<file path="config.mk">
export PLATFORM = sky130hd
export DESIGN_NAME = serial_compl_arbiter_flat
export DESIGN_NICKNAME = d
export VERILOG_FILES = /design/src/rtl/serial_compl_arbiter_if.sv /design/src/rtl/serial_compl_arbiter.sv /design/src/flat_wrapper.sv
export SDC_FILE = /design/constraint.sdc
export NUM_CORES = 1
export LEC_CHECK = 0
export ABC_AREA = 0
export CORE_ASPECT_RATIO = 0.7
export CORE_MARGIN = 2
export CORE_UTILIZATION = 41
export DETAILED_ROUTE_END_ITERATION = 12
export HOLD_SLACK_MARGIN = 0.1
export PLACE_DENSITY = 0.75
export SLEW_MARGIN = 20
export SYNTH_ARGS = -nofsm -noshare
export SYNTH_HDL_FRONTEND = slang
export SYNTH_SLANG_ARGS = --single-unit
</file>
<file path="constraint.sdc">
create_clock -name clk -period 1.65 [get_ports clk]
set_input_delay 0.495 -clock clk [delete_from_list [all_inputs] [get_ports clk]]
set_output_delay 0.495 -clock clk [all_outputs]
set_load 0.01 [all_outputs]
</file>
<file path="src/rtl/serial_compl_arbiter_if.sv">
// Word-level client and serial-datapath signals of serial_compl_arbiter.
// The arbiter takes the slave modport; clients and the complementer sit on the master side.
interface serial_compl_arbiter_if #(
    parameter int unsigned WIDTH = 8
);
    logic             req0;
    logic             req1;
    logic [WIDTH-1:0] data0;
    logic [WIDTH-1:0] data1;
    logic             gnt0;
    logic             gnt1;
    logic             res_valid;
    logic             res_id;
    logic [WIDTH-1:0] res_data;
    logic             res_ack;
    logic             busy;
    logic             ser_rst;
    logic             ser_in;
    logic             ser_out;

    modport master (
        output req0, req1, data0, data1, res_ack, ser_out,
        input  gnt0, gnt1, res_valid, res_id, res_data, busy, ser_rst, ser_in
    );

    modport slave (
        input  req0, req1, data0, data1, res_ack, ser_out,
        output gnt0, gnt1, res_valid, res_id, res_data, busy, ser_rst, ser_in
    );
endinterface

</file>
<file path="src/rtl/serial_compl_arbiter.sv">
// Arbitrates two word requesters onto one bit-serial two's-complementer and returns results.
// Define SERIAL_ARB_RR_EN for round-robin arbitration; fixed priority (req0 wins) otherwise.
module serial_compl_arbiter #(
    parameter int unsigned WIDTH = 8
) (
    input logic                   clk,
    input logic                   rst,
    serial_compl_arbiter_if.slave bus
);
    localparam int unsigned CntW = (WIDTH > 1) ? $clog2(WIDTH) : 1;

    typedef enum logic [1:0] {StIdle, StClr, StShift, StDone} state_e;

    state_e           state_q, state_d;
    logic [WIDTH-1:0] shreg_q, shreg_d;
    logic [WIDTH-1:0] res_q, res_d;
    logic [CntW-1:0]  cnt_q, cnt_d;
    logic             id_q, id_d;
    logic             win1;
    logic             gnt0, gnt1, ser_in, clr;

`ifdef SERIAL_ARB_RR_EN
    logic last_q, last_d;

    // On contention, requester 1 wins only if requester 0 was granted last.
    assign win1 = bus.req1 & (~bus.req0 | ~last_q);
`else
    assign win1 = bus.req1 & ~bus.req0;
`endif

    always_comb begin
        state_d = state_q;
        shreg_d = shreg_q;
        res_d   = res_q;
        cnt_d   = cnt_q;
        id_d    = id_q;
        gnt0    = 1'b0;
        gnt1    = 1'b0;
        ser_in  = 1'b0;
        clr     = 1'b0;
`ifdef SERIAL_ARB_RR_EN
        last_d  = last_q;
`endif
        unique case (state_q)
            StIdle: begin
                if (bus.req0 | bus.req1) begin
                    gnt0    = ~win1;
                    gnt1    = win1;
                    id_d    = win1;
                    shreg_d = win1 ? bus.data1 : bus.data0;
`ifdef SERIAL_ARB_RR_EN
                    last_d  = win1;
`endif
                    state_d = StClr;
                end
            end
            StClr: begin
                clr     = 1'b1;
                cnt_d   = '0;
                state_d = StShift;
            end
            StShift: begin
                // Complementer output is Mealy, so it belongs to the bit presented this cycle.
                ser_in  = shreg_q[0];
                shreg_d = shreg_q >> 1;
                res_d   = {bus.ser_out, res_q[WIDTH-1:1]};
                cnt_d   = cnt_q + CntW'(1);
                if (cnt_q == CntW'(WIDTH - 1)) begin
                    state_d = StDone;
                end
            end
            StDone: begin
                if (bus.res_ack) begin
                    state_d = StIdle;
                end
            end
            default: state_d = StIdle;
        endcase
    end

    always_ff @(posedge clk) begin
        if (rst) begin
            state_q <= StIdle;
            shreg_q <= '0;
            res_q   <= '0;
            cnt_q   <= '0;
            id_q    <= 1'b0;
`ifdef SERIAL_ARB_RR_EN
            last_q  <= 1'b1;
`endif
        end else begin
            state_q <= state_d;
            shreg_q <= shreg_d;
            res_q   <= res_d;
            cnt_q   <= cnt_d;
            id_q    <= id_d;
`ifdef SERIAL_ARB_RR_EN
            last_q  <= last_d;
`endif
        end
    end

    // Outputs are forced to their idle values while reset is asserted.
    assign bus.gnt0      = gnt0 & ~rst;
    assign bus.gnt1      = gnt1 & ~rst;
    assign bus.ser_in    = ser_in & ~rst;
    assign bus.ser_rst   = clr | rst;
    assign bus.res_valid = (state_q == StDone) & ~rst;
    assign bus.busy      = (state_q != StIdle) & ~rst;
    assign bus.res_id    = id_q;
    assign bus.res_data  = res_q;
endmodule

</file>
<file path="src/flat_wrapper.sv">
// flat-port wrapper written by rule: the top's interface ports become plain ports
module serial_compl_arbiter_flat 
#(
    parameter int unsigned WIDTH = 8
)
  (clk, rst, bus_req0, bus_req1, bus_data0, bus_data1, bus_res_ack, bus_ser_out, bus_gnt0, bus_gnt1, bus_res_valid, bus_res_id, bus_res_data, bus_busy, bus_ser_rst, bus_ser_in);
  serial_compl_arbiter_if #(.WIDTH(WIDTH)) bus_i ();
  input logic clk;
  input logic rst;
  input wire logic [$bits(bus_i.req0)-1:0] bus_req0;
  input wire logic [$bits(bus_i.req1)-1:0] bus_req1;
  input wire logic [$bits(bus_i.data0)-1:0] bus_data0;
  input wire logic [$bits(bus_i.data1)-1:0] bus_data1;
  input wire logic [$bits(bus_i.res_ack)-1:0] bus_res_ack;
  input wire logic [$bits(bus_i.ser_out)-1:0] bus_ser_out;
  output wire logic [$bits(bus_i.gnt0)-1:0] bus_gnt0;
  output wire logic [$bits(bus_i.gnt1)-1:0] bus_gnt1;
  output wire logic [$bits(bus_i.res_valid)-1:0] bus_res_valid;
  output wire logic [$bits(bus_i.res_id)-1:0] bus_res_id;
  output wire logic [$bits(bus_i.res_data)-1:0] bus_res_data;
  output wire logic [$bits(bus_i.busy)-1:0] bus_busy;
  output wire logic [$bits(bus_i.ser_rst)-1:0] bus_ser_rst;
  output wire logic [$bits(bus_i.ser_in)-1:0] bus_ser_in;
  assign bus_i.req0 = bus_req0;
  assign bus_i.req1 = bus_req1;
  assign bus_i.data0 = bus_data0;
  assign bus_i.data1 = bus_data1;
  assign bus_i.res_ack = bus_res_ack;
  assign bus_i.ser_out = bus_ser_out;
  assign bus_gnt0 = bus_i.gnt0;
  assign bus_gnt1 = bus_i.gnt1;
  assign bus_res_valid = bus_i.res_valid;
  assign bus_res_id = bus_i.res_id;
  assign bus_res_data = bus_i.res_data;
  assign bus_busy = bus_i.busy;
  assign bus_ser_rst = bus_i.ser_rst;
  assign bus_ser_in = bus_i.ser_in;
  serial_compl_arbiter #(.WIDTH(WIDTH)) u_core (.clk(clk), .rst(rst), .bus(bus_i));
endmodule
</file>
==> results.toml, run 1 <==
[status]
status = "finished, violations left"
violations = "negative setup slack"

[place]
gp_congestion = 0.832
place_area_um2 = 1620
dp_hpwl_um = 1920
io_buffers = 36

[floorplanning]
dieArea_um2 = 3300
ioPinCount = 37
die_w_um = 67.8
die_h_um = 48.6
rows = 16
start_util = 0.426
coreArea_um2 = 2740

[layout]
n_antenna_cell = 0
final_common_cell = "dfxtp_1"
drive_above_1_share = 0.355
multi_input_area_um2 = 761
regArea_um2 = 445
synthToLayoutAreaGrowth_pct = 52.2
design_area_um2 = 1780
layout_common_cells = "20 x dfxtp_1, 18 x clkdlybuf4s50_1, 13 x nor2_1"
nNetsFinal = 198
n_fill_cell = 227
final_util = 0.648

[power_and_ir_drop]
combPwrFrac = 0.554
vdd_ir_drop_max_v = 0.000622
power.internal_mw = 1.59
powerDensity_nw_per_um2 = 1400
power.clock.fraction = 0.156
p_total_mw = 2.50
p_sw_mw = 0.906
p_seq_frac = 0.290
switching_share = 0.363
leakagePower_nw = 0.745

[routing]
first_pass_iters = 4
drcViolationCount = 0
num_vias = 1012
vias_per_cell = 4.94
wl_per_cell_um = 13.1
first_iter_violations = 23
wirelength_um = 2680
ant_nets = 0

[logic_synthesis]
synthFlopType = "dfxtp_1"
syn_inst = 123
synth_edf_count = 0
syn-num-nets = 151
ys_ff_latch = 22
synthArstFlopShare = 0
synth_mux_area_frac = 0.164
synthAdderAreaFrac = 0.0643
synth-simple-area-share = 0.179
syn_area_um2 = 1170
avgSynthCellArea_um2 = 9.49
synth_top_family_by_area = "simple AND/OR/NAND/NOR gates"
synth-xor-area-share = 0
synth_compound_area_frac = 0.167
yosysUniqueCellTypes = 25
yosysSeqAreaShare = 0.377
yosys_warnings = 0

[sta]
setup_viol = 3
fin_worst_skew_ns = 0.00548
grt_setup_unrepaired = "true"
hold_violations = 0
slew_headroom = 0.839
finalWorstSetupSlack_ns = -0.0296
worst_pin_slew_ns = 0.240
max_freq_mhz = 595
final_max_slew_viol_count = 0
fin_crit_ns = 1.68
fin_crit_sh = 1.02

[setup_path]
crit_chain = "inv_2 -> ha_2 -> or2_4 -> buf_6"
cp.arrival_ns = 1.18
path_buf_inv = 2
cp-start-kind = "register"
crit_family = "flip-flops"
crit_path_end_kind = "primary output"
required_ns = 1.15
critical_path.max_fanout = 3
worstSetupPathType = "register to primary output"
crit_slowest_cell = "dfxtp_2"
cp_slowest_stage_delay_ns = 0.36

[cts]
h-tree-depth = 1
clock_path_buffers = 2
cts-root-buf = "clkbuf_8"
cts_sinks = 22
clkLatencyLatePin_ns = 0.26
cts_tree = "yes"
clk_pin_slew_ns = 0.08
holdBufCountCts = 0
cts_made_buffers = 3

[global_routing]
grt-ovfl-total = 0
antenna_found_initial = 0
grt_pass1_wl_um = 4440
grt_max_degree = 29
grtUsageTotal = 0.178
grt_pass1_vias = 989

[hold_path]
min-delay-path-class = "register to register"

[run]
max-cap-violations = 0
[synthesized netlist by cell type (3+ instances only)]
| library cell | instances | area (µm²) |
|---|---|---|
| dfxtp_1 | 22 | 440 |
| nor2_1 | 13 | 48.8 |
| a21oi_1 | 12 | 60.1 |
| nand2_1 | 11 | 41.3 |
| mux2_2 | 9 | 101 |
| mux2i_1 | 9 | 90.1 |
| o211ai_2 | 7 | 87.6 |
| ha_1 | 6 | 75.1 |
| nand2b_1 | 5 | 31.3 |
| or2b_1 | 5 | 37.5 |
| inv_1 | 4 | 15.0 |
| buf_2 | 3 | 15.0 |
| clkbuf_1 | 3 | 11.3 |
| nand3_1 | 3 | 15.0 |
[power by group through the flow]
stage	Clock [mW]	Combinational (mW)	Sequential, mW
after detailed placement	0	1.13	0.718
after global placement	0	1.09	0.711
final	0.388	1.38	0.724
after floorplan	0	0.819	0.712
after global routing	0.424	1.52	0.740
after CTS	0.398	1.26	0.710
[metrics by stage]
stage	worst slack, ns	cells	TNS, ns	hold slack [ns]
CTS	-0.0795	205	-0.183	0.454
finish	-0.0296	205	-0.0386	0.453
global route	-0.0685	205	-0.250	0.476
detailed placement	-0.706	199	-8.65	0.443
global placement	-0.660	199	-7.85	0.438
floorplan	0.00831	123	0	0.429
[worst register-to-register path: cells and delay by family (launching register included)]
family | cells | cell delay, ns
adder cells (fa/ha/maj) | 1 | 0.15
AND/OR/NAND/NOR | 2 | 0.47
flip-flops | 1 | 0.37
AO/OA/AOI/OAI | 1 | 0.09
multiplexers | 1 | 0.24
buffers and inverters | 2 | 0.18
[path summary, 6_finish.rpt]
kind	cells past startpoint	slack [ns]	to	startpoint
setup / recovery	4	-0.03	bus_ser_rst	u_core.state_q[1]
hold reg to reg	2	0.45	u_core.shreg_q[6]	u_core.shreg_q[6]
setup reg to reg	7	0.04	u_core.state_q[1]	u_core.state_q[0]
hold / removal	2	0.45	u_core.shreg_q[6]	u_core.shreg_q[6]
[cell families (layout without fill, tap and decap cells)]
kind of cell	after synthesis	after routing
AOI/OAI and AO/OA	24	24
adders and majority gates	6	6
buffers and inverters	12	58
DFF	22	22
muxes	18	18
and+or+nand+nor	41	41
[layer usage]
metal	wire, µm	vias up	track usage
met5	0	-	0
met4	38	0	0.0567
met3	117	6	0.0488
met2	1290	26	0.275
met1	1240	466	0.241
li1	-	514	-
[flip-flops by register name, indices dropped and copies added, names as in the netlist]
signal / cells
u_core.shreg_q: 8
u_core.state_q: 2
u_core.cnt_q: 3
u_core.bus.res_id: 1
u_core.bus.res_data: 8
[final cells by class]
class / count / share of cell area
multi-input cells: 89 / 0.428
repair buffers: 50 / 0.255
flip-flops and latches: 22 / 0.251
clock buffers: 4 / 0.0310
well taps: 36 / 0.0254
inverters: 4 / 0.00986
[timing repair]
item / 4_1_cts / 5_1_grt
resized for setup: 52 / 18
cloned: 0 / 0
buffers inserted: 2 / 0
pin swaps: 2 / 2
setup endpoints to repair: 23 / 18
Power figures use the tool's default switching activity.
==> inputs of run 2 (changes only) <==
==> constraint.sdc (replaced) <==
create_clock -name clk -period 1.5 [get_ports clk]
set_input_delay 0.45 -clock clk [delete_from_list [all_inputs] [get_ports clk]]
set_output_delay 0.45 -clock clk [all_outputs]
set_load 0.01 [all_outputs]
==> run 2 against run 1 <==
  * The flow still finishes with violations (negative setup slack)
  * Register-to-register slack got worse by 0.13 ns
  * Final cell count grew 0.98%
  * Core utilization rose by 1.7 points
  * Combinational power rose by 20%
  * Flip-flop and latch count did not move
  * Sequential share of layout area shrank 0.65 points
  * Global-route usage is 1.2 points higher
  * Critical path depth is the same
  * Die area did not move
  * Clock power is 11% higher
  * Clock skew shrank 0.0027 ns
  * Sequential power up 11%
  * Critical path type unchanged
==> results.toml, run 2 (same netlist as run 1, synthesis figures left out) <==
[status]
status = "finished, violations left"
violations = "negative setup slack"

[global_routing]
grt_pass1_wl_um = 4840
grt_max_degree = 30
grt-ovfl-total = 0
grt_pass1_vias = 1017
grtUsageTotal = 0.190
antenna_found_initial = 0

[sta]
fin_crit_ns = 1.63
fin_hold_ws_ns = 0.457
final_max_slew_viol_count = 0
finalWorstSetupSlack_ns = -0.128
grt_setup_unrepaired = "true"
max_freq_mhz = 614
fin_crit_sh = 1.09
setup_tns_ns = -1.07
slew_headroom = 0.817
hold_violations = 0
fin_worst_skew_ns = 0.00276
setup_viol = 16
worst_pin_slew_ns = 0.274

[routing]
wl_per_cell_um = 14.4
vias_per_cell = 5.00
num_vias = 1034
first_pass_iters = 4
first_iter_violations = 30
wirelength_um = 2980
drcViolationCount = 0
ant_nets = 0

[floorplanning]
die_h_um = 48.6
coreArea_um2 = 2740
rows = 16
start_util = 0.426
ioPinCount = 37
die_w_um = 67.8
dieArea_um2 = 3300

[setup_path]
crit_family = "flip-flops"
crit_slowest_cell = "dfxtp_4"
crit_chain = "inv_4 -> ha_4 -> nor3b_2 -> buf_2"
cp_slowest_stage_delay_ns = 0.37
critical_path.max_fanout = 5
required_ns = 1.05
path_buf_inv = 2
cp.arrival_ns = 1.18
worstSetupPathType = "register to primary output"
crit_path_end_kind = "primary output"
cp-start-kind = "register"

[cts]
cts_made_buffers = 3
clock_path_buffers = 2
cts-root-buf = "clkbuf_8"
clkLatencyLatePin_ns = 0.26
clk_pin_slew_ns = 0.08
cts_tree = "yes"
cts_sinks = 22
h-tree-depth = 1
holdBufCountCts = 0

[place]
gp_congestion = 0.753
dp_hpwl_um = 1950
place_area_um2 = 1630
io_buffers = 36

[layout]
n_fill_cell = 198
synthToLayoutAreaGrowth_pct = 56.3
layout_common_cells = "20 x dfxtp_1, 18 x clkdlybuf4s50_1, 12 x nor2_1, 12 x buf_4, 11 x dlygate4sd2_1"
drive_above_1_share = 0.415
final_common_cell = "dfxtp_1"
n_antenna_cell = 0
design_area_um2 = 1820
nNetsFinal = 200
final_util = 0.665

[power_and_ir_drop]
powerDensity_nw_per_um2 = 1580
leakagePower_nw = 0.732
vdd_ir_drop_max_v = 0.000731

[run]
max-cap-violations = 0

[hold_path]
min-delay-path-class = "register to register"
run 2: cell types whose count changed in the layout (fill, tap and decap cells not counted), moves of 2 or more:
cell            change
a21oi_1             -6
a21oi_2             +6
dlygate4sd2_1       +3
dlymetal6s2s_1      -2
run 2: per-layer routing:
metal / part of all wire / vias up / GRT usage
met5: 0 / - / 0
met4: 0 / 0 / 0.0100
met3: 0.057 / 0 / 0.0581
met2: 0.48 / 28 / 0.324
met1: 0.46 / 485 / 0.249
li1: - / 521 / -
run 2: power breakdown:
| group | internal [mW] | total, mW | switching, mW | leakage (nW) |
|---|---|---|---|---|
| combinational | 0.864 | 1.66 | 0.792 | 0.522 |
| sequential | 0.721 | 0.803 | 0.0827 | 0.180 |
| clock | 0.234 | 0.430 | 0.196 | 0.0288 |
run 2: metrics by stage:
step                      std cells  power, mW  worst slack (ns)
after CTS                       207       2.78            -0.133
after detailed placement        199       2.02            -0.775
final                           207       2.89            -0.128
after floorplan                 123       1.71           -0.0294
after global placement          199       1.98            -0.703
after global routing            207       3.08            -0.179
run 2: area by class of cell:
type | instances | area [µm²] | share of cell area
multi-input cells | 90 | 798 | 0.438
repair buffers | 51 | 463 | 0.254
flip-flops and latches | 22 | 445 | 0.244
clock buffers | 4 | 55.1 | 0.0302
well taps | 36 | 45.0 | 0.0247
inverters | 4 | 17.5 | 0.00960
run 2: what timing repair did:
item                       in CTS  in global routing
hold endpoints to repair        0                  0
pin swaps                      15                  6
setup buffers                   3                  0
setup endpoints to repair      25                 16
resized for setup              62                 12
cloned                          1                  0
run 2: final timing paths:
| path | start | end | slack (ns) | cells past startpoint |
|---|---|---|---|---|
| hold reg to reg | u_core.shreg_q[1] | u_core.shreg_q[1] | 0.46 | 2 |
| setup reg to reg | u_core.state_q[0] | u_core.state_q[1] | -0.09 | 7 |
| hold / removal | u_core.shreg_q[1] | u_core.shreg_q[1] | 0.46 | 2 |
| setup / recovery | u_core.state_q[0] | bus_gnt1 | -0.13 | 4 |
run 2: worst min-delay path: stages (launching register included):
cell and delay [ns]:
dfxtp_1 0.32, nand2_1 0.05, a21oi_1 0.05
==> inputs of run 3 (changes only) <==
--- a/config.mk
+++ b/config.mk
@@ -6,7 +6,6 @@
 export NUM_CORES = 1
 export LEC_CHECK = 0
 export ABC_AREA = 0
-export CORE_ASPECT_RATIO = 0.7
 export CORE_MARGIN = 2
 export CORE_UTILIZATION = 41
 export DETAILED_ROUTE_END_ITERATION = 12
==> constraint.sdc (replaced) <==
create_clock -name clk -period 1.5 [get_ports clk]
set_input_delay 0.45 -clock clk [delete_from_list [all_inputs] [get_ports clk]]
set_output_delay 0.45 -clock clk [all_outputs]
set_load 0.005 [all_outputs]
==> run 3 against run 2 <==
  * The flow still finishes with violations (negative setup slack)
  * Sequential power rose by 0.7%
  * First-iteration DRC count down 3.3%
  * Design area up 7.0%
  * Global-route usage decreased by 0.26 points
  * Sequential share of layout area down 1.0 points
  * Clock-buffer cell count decreased by 1
  * Critical path depth up 1
  * Clock skew about the same
  * Final cell count increased by 4.8%
  * Via count grew 7.0%
  * Worst hold slack gained 0.017 ns
  * Critical path type unchanged
  * Critical endpoint unchanged
  * Largest cell class unchanged
  * Highest routed layer is now met4
==> results.toml, run 3 (same netlist as run 1, synthesis figures left out) <==
[status]
status = "finished, violations left"
violations = "negative setup slack"

[setup_path]
cp_slowest_stage_delay_ns = 0.39
worstSetupPathType = "register to primary output"
crit_chain = "inv_4 -> ha_4 -> buf_6 -> nor3b_2 -> buf_2"
critical_path.max_fanout = 4
crit_slowest_cell = "dfxtp_4"
cp.arrival_ns = 1.28
required_ns = 1.05
crit_path_end_kind = "primary output"
cp-start-kind = "register"

[sta]
fin_worst_skew_ns = 0.00256
grt_setup_unrepaired = "true"
finalWorstSetupSlack_ns = -0.233
worst_pin_slew_ns = 0.309
hold_violations = 0
max_freq_mhz = 577
fin_crit_sh = 1.16
slew_headroom = 0.794
final_max_slew_viol_count = 0
setup_viol = 16
fin_hold_ws_ns = 0.474
fin_crit_ns = 1.73

[place]
io_buffers = 36
dp_cells = 197
dp_hpwl_um = 1950
preCtsSetupSlack_ns = -0.733
gp_congestion = 0.720

[global_routing]
grt-ovfl-total = 0
grt_max_degree = 30
grtUsageTotal = 0.188
grt_pass1_wl_um = 5000
grt_pass1_vias = 1154
antenna_found_initial = 0

[hold_path]
min-delay-path-class = "register to register"

[power_and_ir_drop]
leakagePower_nw = 0.810
vdd_ir_drop_max_v = 0.000961
powerDensity_nw_per_um2 = 1590

[cts]
clkLatencyLatePin_ns = 0.31
cts-root-buf = "clkbuf_4"
h-tree-depth = 1
cts_made_buffers = 3
clk_pin_slew_ns = 0.13
clock_path_buffers = 2
holdBufCountCts = 0
cts_tree = "yes"
cts_sinks = 22

[layout]
stdcell_count = 217
drive_above_1_share = 0.500
n_antenna_cell = 0
layout_common_cells = "26 x buf_4, 18 x clkdlybuf4s50_1, 12 x nor2_1, 12 x dlygate4sd2_1, 11 x dfxtp_1"
nNetsFinal = 215
final_common_cell = "buf_4"
synthToLayoutAreaGrowth_pct = 67.2

[routing]
num_vias = 1106
wirelength_um = 3180
first_iter_violations = 29
vias_per_cell = 5.10
first_pass_iters = 4
wl_per_cell_um = 14.6
drcViolationCount = 0
ant_nets = 0

[floorplanning]
rows = 19
coreArea_um2 = 2730
die_h_um = 57.4
ioPinCount = 37
dieArea_um2 = 3290
start_util = 0.427
die_w_um = 57.4

[run]
max-cap-violations = 0
[run 3: cell types whose count changed in the layout (fill, tap and decap cells not counted), sizes merged]
cell / change
clkdlybuf4s15: -1
clkbuf: -1
buf: +15
bufinv: +1
dlygate4sd2: +1
[run 3: worst paths after layout]
kind                                        start                 to  slack (ns)  cells after the start
worst max register to register  u_core.state_q[1]  u_core.state_q[1]       -0.16                      8
worst min register to register  u_core.shreg_q[1]  u_core.shreg_q[1]        0.47                      2
worst max-delay path            u_core.state_q[1]           bus_gnt1       -0.23                      5
worst min-delay path            u_core.shreg_q[1]  u_core.shreg_q[1]        0.47                      2
[run 3: worst max-delay path, delay by kind of cell (launching register included)]
family                     cells  cell delay [ns]
and+or+nand+nor                1             0.13
adders and majority gates      1             0.16
buffers and inverters          3             0.29
DFF                            1             0.39
[run 3: layout make-up]
type	count	area (µm²)
Inverter	4	17.5
Sequential cell	22	457
Timing Repair Buffer	66	566
Multi-Input combinational cell	90	821
Clock inverter	1	30.0
Fill cell	201	782
Clock buffer	3	22.5
Tap cell	31	38.8
[run 3: report_power, final]
| part | internal [mW] | switching (mW) |
|---|---|---|
| logic | 0.991 | 0.855 |
| registers | 0.722 | 0.0875 |
| clock network | 0.270 | 0.187 |
| total | 1.98 | 1.13 |
[run 3: routing by layer]
layer / GRT usage / routed length (µm)
met1: 0.218 / 1300
met2: 0.354 / 1730
met3: 0.0363 / 145
met4: 0.0365 / 10
met5: 0 / 0
[run 3: timing repair]
action | 4_1_cts | 5_1_grt
endpoints found under the setup margin | 26 | 16
setup buffers | 16 | 0
hold endpoints to repair | 0 | 0
resized for setup | 72 | 12
pin swaps | 20 | 7
gates cloned | 1 | 0
[run 3: metrics by stage]
step	utilization	TNS (ns)	instance area [µm²]	power (mW)
2_1_floorplan	-	-0.227	1180	1.68
3_3_place_gp	0.600	-9.36	1640	1.99
3_5_place_dp	0.600	-10.44	1640	2.05
4_1_cts	0.695	-2.32	1900	2.96
5_1_grt	0.714	-3.37	1950	3.30
6_report	0.714	-2.66	1950	3.11
